$ cat config.mk
export PLATFORM = sky130hd
export DESIGN_NAME = keypad_scan_ctrl
export DESIGN_NICKNAME = d
export VERILOG_FILES = /design/src/rtl/keypad_scan_ctrl.sv
export SDC_FILE = /design/constraint.sdc
export NUM_CORES = 1
export LEC_CHECK = 0
export CAP_MARGIN = 20
export CORE_UTILIZATION = 53
export CTS_BUF_LIST = sky130_fd_sc_hd__clkbuf_16
export DETAILED_ROUTE_END_ITERATION = 8
export PLACE_DENSITY = 0.73
export REMOVE_ABC_BUFFERS = 1
export SLEW_MARGIN = 30
export SYNTH_ARGS = -nofsm -noshare
export SYNTH_HDL_FRONTEND = slang
export SYNTH_SLANG_ARGS = --single-unit
$ cat constraint.sdc
create_clock -name clk -period 10.13 [get_ports clk]
set_input_delay 1.5195 -clock clk [delete_from_list [all_inputs] [get_ports clk]]
set_output_delay 1.5195 -clock clk [all_outputs]
set_load 0.005 [all_outputs]
$ cat src/rtl/keypad_scan_ctrl.sv
// Shared scanner for a 4x4 active-low key matrix: row strobing, full-matrix
// snapshot debounce, and press/release events on a valid/ready port.
module keypad_scan_ctrl #(
  parameter int SCAN_DIV   = 1000,
  parameter int STABLE_CNT = 4
) (
  input  logic        clk,
  input  logic        rst,
  output logic [3:0]  row_n,
  input  logic [3:0]  col_n,
  output logic [15:0] key_state,
  output logic        ev_valid,
  input  logic        ev_ready,
  output logic [3:0]  ev_code,
  output logic        ev_release,
  output logic        overflow,
  input  logic        clr_overflow
);

  localparam int SLOT_W  = $clog2(SCAN_DIV);
  localparam int MATCH_W = $clog2(STABLE_CNT);
  localparam logic [SLOT_W-1:0]  SLOT_LAST = SLOT_W'(SCAN_DIV - 1);
  localparam logic [MATCH_W-1:0] MATCH_MAX = MATCH_W'(STABLE_CNT - 1);

  typedef enum logic {EV_IDLE, EV_SEND} evStateT;

  evStateT             evState, evStateNext;
  logic [3:0]          colMeta, colSync;
  logic [SLOT_W-1:0]   slotCnt;
  logic [1:0]          rowIdx;
  logic [15:0]         snapshot, prevSnap, keyStateQ, fullSnap;
  logic [MATCH_W-1:0]  matchCnt, matchNext;
  logic                slotEnd, scanDone, accept;
  logic [15:0]         pendRel, pendPrs, pendAll, pickSrc, clrMask, clrRel, clrPrs;
  logic [15:0]         newRel, newPrs;
  logic [3:0]          pickCode, evCodeQ;
  logic                pickRel, load, evReleaseQ, overflowQ;

  assign slotEnd  = (slotCnt == SLOT_LAST);
  assign scanDone = slotEnd && (rowIdx == 2'd3);
  // Row 3 lands in the same cycle the full snapshot is judged.
  assign fullSnap = {~colSync, snapshot[11:0]};

  always_comb begin
    matchNext = '0;
    if (fullSnap == prevSnap)
      matchNext = (matchCnt == MATCH_MAX) ? matchCnt : matchCnt + 1'b1;
  end

  assign accept = scanDone && (matchNext == MATCH_MAX) && (fullSnap != keyStateQ);
  assign newRel = accept ? (keyStateQ & ~fullSnap) : '0;
  assign newPrs = accept ? (fullSnap & ~keyStateQ) : '0;

  always_ff @(posedge clk or posedge rst) begin
    if (rst) begin
      colMeta   <= 4'hF;
      colSync   <= 4'hF;
      slotCnt   <= '0;
      rowIdx    <= 2'd0;
      snapshot  <= '0;
      prevSnap  <= '0;
      matchCnt  <= '0;
      keyStateQ <= '0;
    end else begin
      colMeta <= col_n;
      colSync <= colMeta;
      if (slotEnd) begin
        slotCnt                        <= '0;
        rowIdx                         <= rowIdx + 2'd1;
        snapshot[{rowIdx, 2'b00} +: 4] <= ~colSync;
      end else begin
        slotCnt <= slotCnt + 1'b1;
      end
      if (scanDone) begin
        matchCnt <= matchNext;
        prevSnap <= fullSnap;
      end
      if (accept)
        keyStateQ <= fullSnap;
    end
  end

  // Releases drain before presses; lowest index wins within a class.
  always_comb begin
    pendAll  = pendRel | pendPrs;
    pickRel  = (pendRel != '0);
    pickSrc  = pickRel ? pendRel : pendPrs;
    pickCode = '0;
    for (int i = 15; i >= 0; i--)
      if (pickSrc[i]) pickCode = 4'(i);
  end

  always_ff @(posedge clk or posedge rst) begin
    if (rst) evState <= EV_IDLE;
    else     evState <= evStateNext;
  end

  always_comb begin
    evStateNext = evState;
    load        = 1'b0;
    case (evState)
      EV_IDLE:
        if (pendAll != '0) begin
          load        = 1'b1;
          evStateNext = EV_SEND;
        end
      EV_SEND:
        if (ev_ready) begin
          if (pendAll != '0) load = 1'b1;
          else               evStateNext = EV_IDLE;
        end
      default: evStateNext = EV_IDLE;
    endcase
    clrMask = 16'b1 << pickCode;
    clrRel  = (load && pickRel)  ? clrMask : '0;
    clrPrs  = (load && !pickRel) ? clrMask : '0;
  end

  always_ff @(posedge clk or posedge rst) begin
    if (rst) begin
      pendRel    <= '0;
      pendPrs    <= '0;
      evCodeQ    <= '0;
      evReleaseQ <= 1'b0;
      overflowQ  <= 1'b0;
    end else begin
      pendRel <= (pendRel & ~clrRel) | newRel;
      pendPrs <= (pendPrs & ~clrPrs) | newPrs;
      if (load) begin
        evCodeQ    <= pickCode;
        evReleaseQ <= pickRel;
      end
      // An undelivered event still on the port counts as pending work.
      if (accept && ((pendAll != '0) || ev_valid)) overflowQ <= 1'b1;
      else if (clr_overflow)                       overflowQ <= 1'b0;
    end
  end

  assign row_n      = ~(4'b0001 << rowIdx);
  assign key_state  = keyStateQ;
  assign ev_valid   = (evState == EV_SEND);
  assign ev_code    = evCodeQ;
  assign ev_release = evReleaseQ;
  assign overflow   = overflowQ;

endmodule
==> results_dict.tcl, run 1 <==
set metrics [dict create \
    synth_ff_type "dfrtp_1" \
    clk_pin_slew_ps 70 \
    max_slew.worst_pin.slew_ps 874.9 \
    synth-async-reset-ratio 1.000 \
    drt-initial-drc-count 346 \
    worstSetupStartpoint "pendRel[3]" \
    clockBufferDepth 2 \
    cp_max_fo 9 \
    crit_path_max_incr_delay_ps 730 \
    synth_top_area_frac 0.4398 \
    rr_startpoint "pendRel[3]" \
    syn_inst 574 \
    drcViolationCount 0 \
    nets 646 \
    slowest_stage "o31ai_2" \
    layout_min_cycle_time_ps 3521 \
    arrival_ps 3700 \
    hold_viol 0 \
    fin_crit_sh 0.3476 \
    hpwlAfterDp_mm 9.977 \
    fp.dieH_um 104.0 \
    yosys.area.top_type "dfrtp_1" \
    portBuffers 34 \
    ff2ff_path_depth 7 \
    finClkSkew_ps 9.958 \
    fin_tns_setup_ps 0 \
    n_antenna_cell 0 \
    dieArea_um2 10830 \
    multiInputGateArea_um2 2616 \
    yosysMostFrequentCell "dfrtp_1" \
    via_per_inst 6.027 \
    routed-via-count 4448 \
    syn_area_um2 5519 \
    cts_setup_buffers 0 \
    rows 36 \
    clkSinkCount 105 \
    io_pins 35 \
    cts_root_buf "clkbuf_16" \
    synthTopCellsByArea "dfrtp_1, ha_1, nand2_1" \
    clk_latency_ps 340 \
    reg2reg_to "pendRel[9]" \
    cts_resized 0 \
    outcome "complete, no violations" \
    whs_path_depth 0 \
    slew_violations 0 \
    wire_per_inst_um 18.44 \
    fp.dieW_um 104.0 \
    path_class "flop to flop" \
    worstSetupEndpointType "flop" \
    fmax_ghz 0.2840 \
    antenna_found_initial 0 \
    synth_cell_type_count 57 \
    cts_hold_buf 0 \
    tritoncts "done" \
    rsz0062_at_grt "false" \
    start_util 0.5544 \
    netlist_top_cells_count "dfrtp_1, nand2_1, o21ai_0, inv_1, ha_1" \
    drtAntennaViolNets 0 \
    p_leak_nw 2.556 \
    htree_levels 3 \
    detailedRoute.firstPassIterationCount 5 \
    crit_chain "or4_1 > or4_1 > o21ai_0 > nor2_1 > o31ai_2 > o21a_1 > a41oi_1" \
    grt_pass1_wl_mm 22.05 \
    grt_usage 0.2616 \
    syn_area_per_cell_um2 9.615 \
    num-fill-cells 845 \
    power_density_nw_per_um2 183.0 \
    gp_congestion 0.9744 \
    finalPower_w 0.001142 \
    startpoint_type "flop" \
    cts_buffers 9 \
    first_global_vias 4317 \
    peakVddDrop_uv 92.03 \
    grt_overflow_total 0 \
    yosys_warnings 0 \
    grt_max_degree 92 \
    core_um2 9955 \
    layout-drive-gt1-share 0.07107 \
    syn2layout_area_growth_pct 13.08 \
    hold_path.class "flop to flop" \
    crit_top_cell "or4_1" \
    worstSetupEndpoint "pendRel[9]" \
    relSlewSlack 0.4168 \
    yosysSeqAreaShare 0.4779 \
    register_area_um2 2638 \
    cap_violations 0 \
    routed_wl_mm 13.61 \
    cp.required_ps 10310 \
    ys_ff_latch 105 \
    synth_edf_count 0 \
    r2r_slack_ps 6610 \
    finalSetupViolCount 0 \
]
-- kinds of logic after synthesis --
kind of cell | Yosys count | share of synthesized area
adder cells (fa/ha/maj) | 38 | 0.08615
flip-flops | 105 | 0.4779
XOR/XNOR | 22 | 0.03491
AND/OR/NAND/NOR | 176 | 0.1537
AO/OA/AOI/OAI | 159 | 0.1907
buffers and inverters | 70 | 0.04942
multiplexers | 4 | 0.007255
-- sequential cells by signal, summed over array words and instances (netlist names) --
name        count
slotCnt        10
overflow        1
matchCnt        2
ev_release      1
colSync         4
snapshot       12
pendRel        16
pendPrs        16
ev_valid        1
ev_code         4
key_state      16
colMeta         4
prevSnap       16
rowIdx          2
-- critical path, delay by kind of cell, from the launching register on --
family	cells	cell delay [ps]
DFF	1	440
AOI/OAI and AO/OA	4	1570
and+or+nand+nor	3	1340
-- placed cells by master (no fill, tap or decap), types with 2 or more instances in the layout --
cell type	netlist	routed
and3_1	5	4
clkdlybuf4s50_1	0	34
and2_1	3	3
mux2i_1	4	4
nand3_1	8	8
o21a_1	2	2
a21oi_1	36	36
nor2_1	16	16
clkbuf_16	0	9
xnor2_1	11	11
a211oi_1	2	2
o21ai_0	48	48
a41oi_1	30	30
a31oi_1	5	5
nor4_1	7	6
o311ai_1	1	2
a21o_1	2	2
dfrtp_1	97	97
clkinv_1	0	2
nand2b_1	4	4
xor2_1	11	11
and3_2	1	2
buf_4	0	6
o31ai_1	15	15
nor2b_1	5	5
nand2_1	90	90
clkinvlp_4	0	2
nor3_1	7	7
inv_1	45	46
or2_2	4	4
nand4_1	7	7
dfstp_2	8	8
or3_1	5	5
or4_1	9	9
ha_1	38	38
-- worst min-delay path by stage --
stage | to | start | slack (ps)
after floorplan | colSync[0] | colMeta[0] | 350
after global placement | colSync[2] | colMeta[2] | 350
after detailed placement | colSync[2] | colMeta[2] | 350
after CTS | colSync[2] | colMeta[2] | 360
after global routing | colSync[3] | colMeta[3] | 360
final | colSync[2] | colMeta[2] | 360
-- metrics by stage --
step | std cells | util | setup slack (ps) | hold WS [ps] | area, µm²
floorplan | 549 | - | 5863 | 345.2 | 5415
global placement | 722 | 0.6004 | 6689 | 346.6 | 5977
detailed placement | 722 | 0.6004 | 6718 | 347.6 | 5977
CTS | 738 | 0.6269 | 6705 | 357.8 | 6241
global route | 738 | 0.6269 | 6433 | 361.6 | 6241
finish | 738 | 0.6269 | 6609 | 357.4 | 6241
-- power breakdown --
part           internal (W)  switching, W  total, W
registers          0.000450     0.0000403  0.000490
logic              0.000114      0.000224  0.000338
clock network      0.000164      0.000150  0.000314
-- layer usage --
metal | global-route usage | wire (µm) | up-vias
met1 | 0.3478 | 6010 | 2167
met4 | 0.1102 | 362 | 0
met5 | 0 | 0 | -
met3 | 0.03634 | 618 | 27
li1 | - | - | 2098
met2 | 0.4300 | 6617 | 156
-- cell type report --
class	count	share of cell area
flip-flops and latches	105	0.4226
multi-input cells	399	0.4192
repair buffers	40	0.06175
clock buffers	9	0.03609
inverters	45	0.02747
well taps	133	0.02666
clock inverters	7	0.006215
No activity file was read; power rests on OpenSTA's default activity.
==> inputs of run 2 (changes only) <==
- PLACE_DENSITY: 0.73 -> 0.75
- clock period: 10.13 -> 2.9 ns (I/O delays scaled with it)
==> results_dict.tcl, run 2 (synthesized netlist as in run 1, its figures left out) <==
set metrics [dict create \
    outcome "finished with violations" \
    violations "setup timing" \
    cts_root_buf "clkbuf_16" \
    p_sw_w 0.001850 \
    dieArea_um2 10830 \
    rr_startpoint "pendRel[0]" \
    min-delay-start "colMeta[0]" \
    finClkSkew_ps 6.650 \
    fp.dieW_um 104.0 \
    detailedRoute.firstPassIterationCount 5 \
    htree_levels 3 \
    drt-initial-drc-count 255 \
    slowest_stage "or4_4" \
    rows 36 \
    start_util 0.5544 \
    fin_tns_setup_ps -5448 \
    layout_min_cycle_time_ps 3144 \
    cts_buffers 9 \
    fin_crit_sh 1.084 \
    routed-via-count 4776 \
    path_class "flop to flop" \
    power.share.switching 0.3719 \
    path_delay_family "simple AND/OR/NAND/NOR gates" \
    crit_path_max_incr_delay_ps 540 \
    drtAntennaViolNets 0 \
    fp.dieH_um 104.0 \
    relSlewSlack 0.4208 \
    clockBufferDepth 2 \
    core_um2 9955 \
    startpoint_type "flop" \
    drcViolationCount 0 \
    worstSetupEndpointType "flop" \
    clk_latency_ps 340 \
    gp_congestion 0.9300 \
    grt_overflow_total 0 \
    cp_max_fo 8 \
    tritoncts "done" \
    finalSetupViolCount 34 \
    crit_chain "or4_4 > or4_4 > or4_4 > a2111o_1 > and3_4 > nor2_4 > buf_12 > a41oi_2" \
    internal_power_w 0.003124 \
    stdcell_count 787 \
    grt_max_degree 50 \
    arrival_ps 3330 \
    reg2reg_to "pendPrs[2]" \
    crit_top_cell "or4_4" \
    critPathBufInv 1 \
    p_leak_nw 2.834 \
    num-fill-cells 750 \
    layout-drive-gt1-share 0.1957 \
    grt_pass1_wl_mm 23.79 \
    wire_per_inst_um 18.82 \
    fmax_ghz 0.3181 \
    whs_path_depth 0 \
    seqPwrFrac 0.330 \
    combPwrFrac 0.438 \
    hold_viol 0 \
    first_global_vias 4731 \
    clkSinkCount 105 \
    via_per_inst 6.069 \
    n_antenna_cell 0 \
    io_pins 35 \
    placedCellCount 762 \
    cp.required_ps 3080 \
    syn2layout_area_growth_pct 25.16 \
    portBuffers 34 \
    power_density_nw_per_um2 719.9 \
    ff2ff_path_depth 8 \
    rsz0062_at_grt "true" \
    peakVddDrop_uv 421.4 \
    fin_ws_ps -243.6 \
    power_frac_clock 0.232 \
    nets 695 \
    grt_usage 0.2811 \
    antenna_found_initial 0 \
    hpwlAfterDp_mm 10.49 \
    cap_violations 0 \
    hold_path.class "flop to flop" \
    slew_violations 0 \
    max_slew.worst_pin.slew_ps 863.0 \
    final_common_cell "dfrtp_1" \
    clk_pin_slew_ps 70 \
    routed_wl_mm 14.81 \
    cts_hold_buf 0 \
    r2r_slack_ps -240 \
    min_to "colSync[0]" \
    final_cell_mix "dfrtp_1, nand2_1, buf_4, o21ai_0, inv_1" \
]
run 2: power by group through the flow:
stage / logic [W] / registers (W) / clock network, W
finish: 0.00218 / 0.00164 / 0.00115
global route: 0.00231 / 0.00165 / 0.00122
CTS: 0.00203 / 0.00164 / 0.00117
detailed placement: 0.00165 / 0.00167 / 0
global placement: 0.00164 / 0.00166 / 0
floorplan: 0.000773 / 0.00169 / 0
run 2: per-layer routing:
layer	vias to the layer above	wire (µm)	track usage
li1	2191	-	-
met2	200	7285	0.4686
met3	48	761	0.03571
met1	2337	6133	0.3522
met5	-	0	0
met4	0	632	0.1633
run 2: cell type report:
class	instances	area, µm²	area share
clock buffers	9	225.2	0.03260
clock inverters	7	52.55	0.007607
inverters	45	171.4	0.02481
multi-input cells	399	2849	0.4124
flip-flops and latches	105	2638	0.3818
well taps	133	166.4	0.02409
repair buffers	89	805.8	0.1166
run 2: how the worst max path moves through the flow:
stage | from | to | slack [ps] | depth (start not counted)
floorplan | slotCnt[0] | pendPrs[0] | -1370 | 8
global placement | pendRel[0] | pendRel[2] | -280 | 6
detailed placement | pendRel[0] | pendPrs[10] | -370 | 7
CTS | pendRel[3] | pendPrs[2] | -150 | 8
global route | pendRel[0] | pendPrs[6] | -280 | 8
finish | pendRel[0] | pendPrs[2] | -240 | 8
run 2: metrics by stage:
stage	total power [W]	hold WS (ps)	worst slack, ps	instance area (µm²)	util
2_1_floorplan	0.002458	345.2	-1366	5415	-
3_3_place_gp	0.003298	345.8	-282.0	6296	0.6325
3_5_place_dp	0.003320	346.9	-372.5	6296	0.6325
4_1_cts	0.004839	357.5	-150.3	6795	0.6826
5_1_grt	0.005182	358.5	-282.1	6908	0.6939
6_report	0.004973	356.5	-243.6	6908	0.6939
run 2: repair_timing:
item                       in CTS  in global routing
gates resized for setup        28                 16
setup buffers                   7                  2
setup endpoints to repair      34                 34
pin swaps                      18                  7
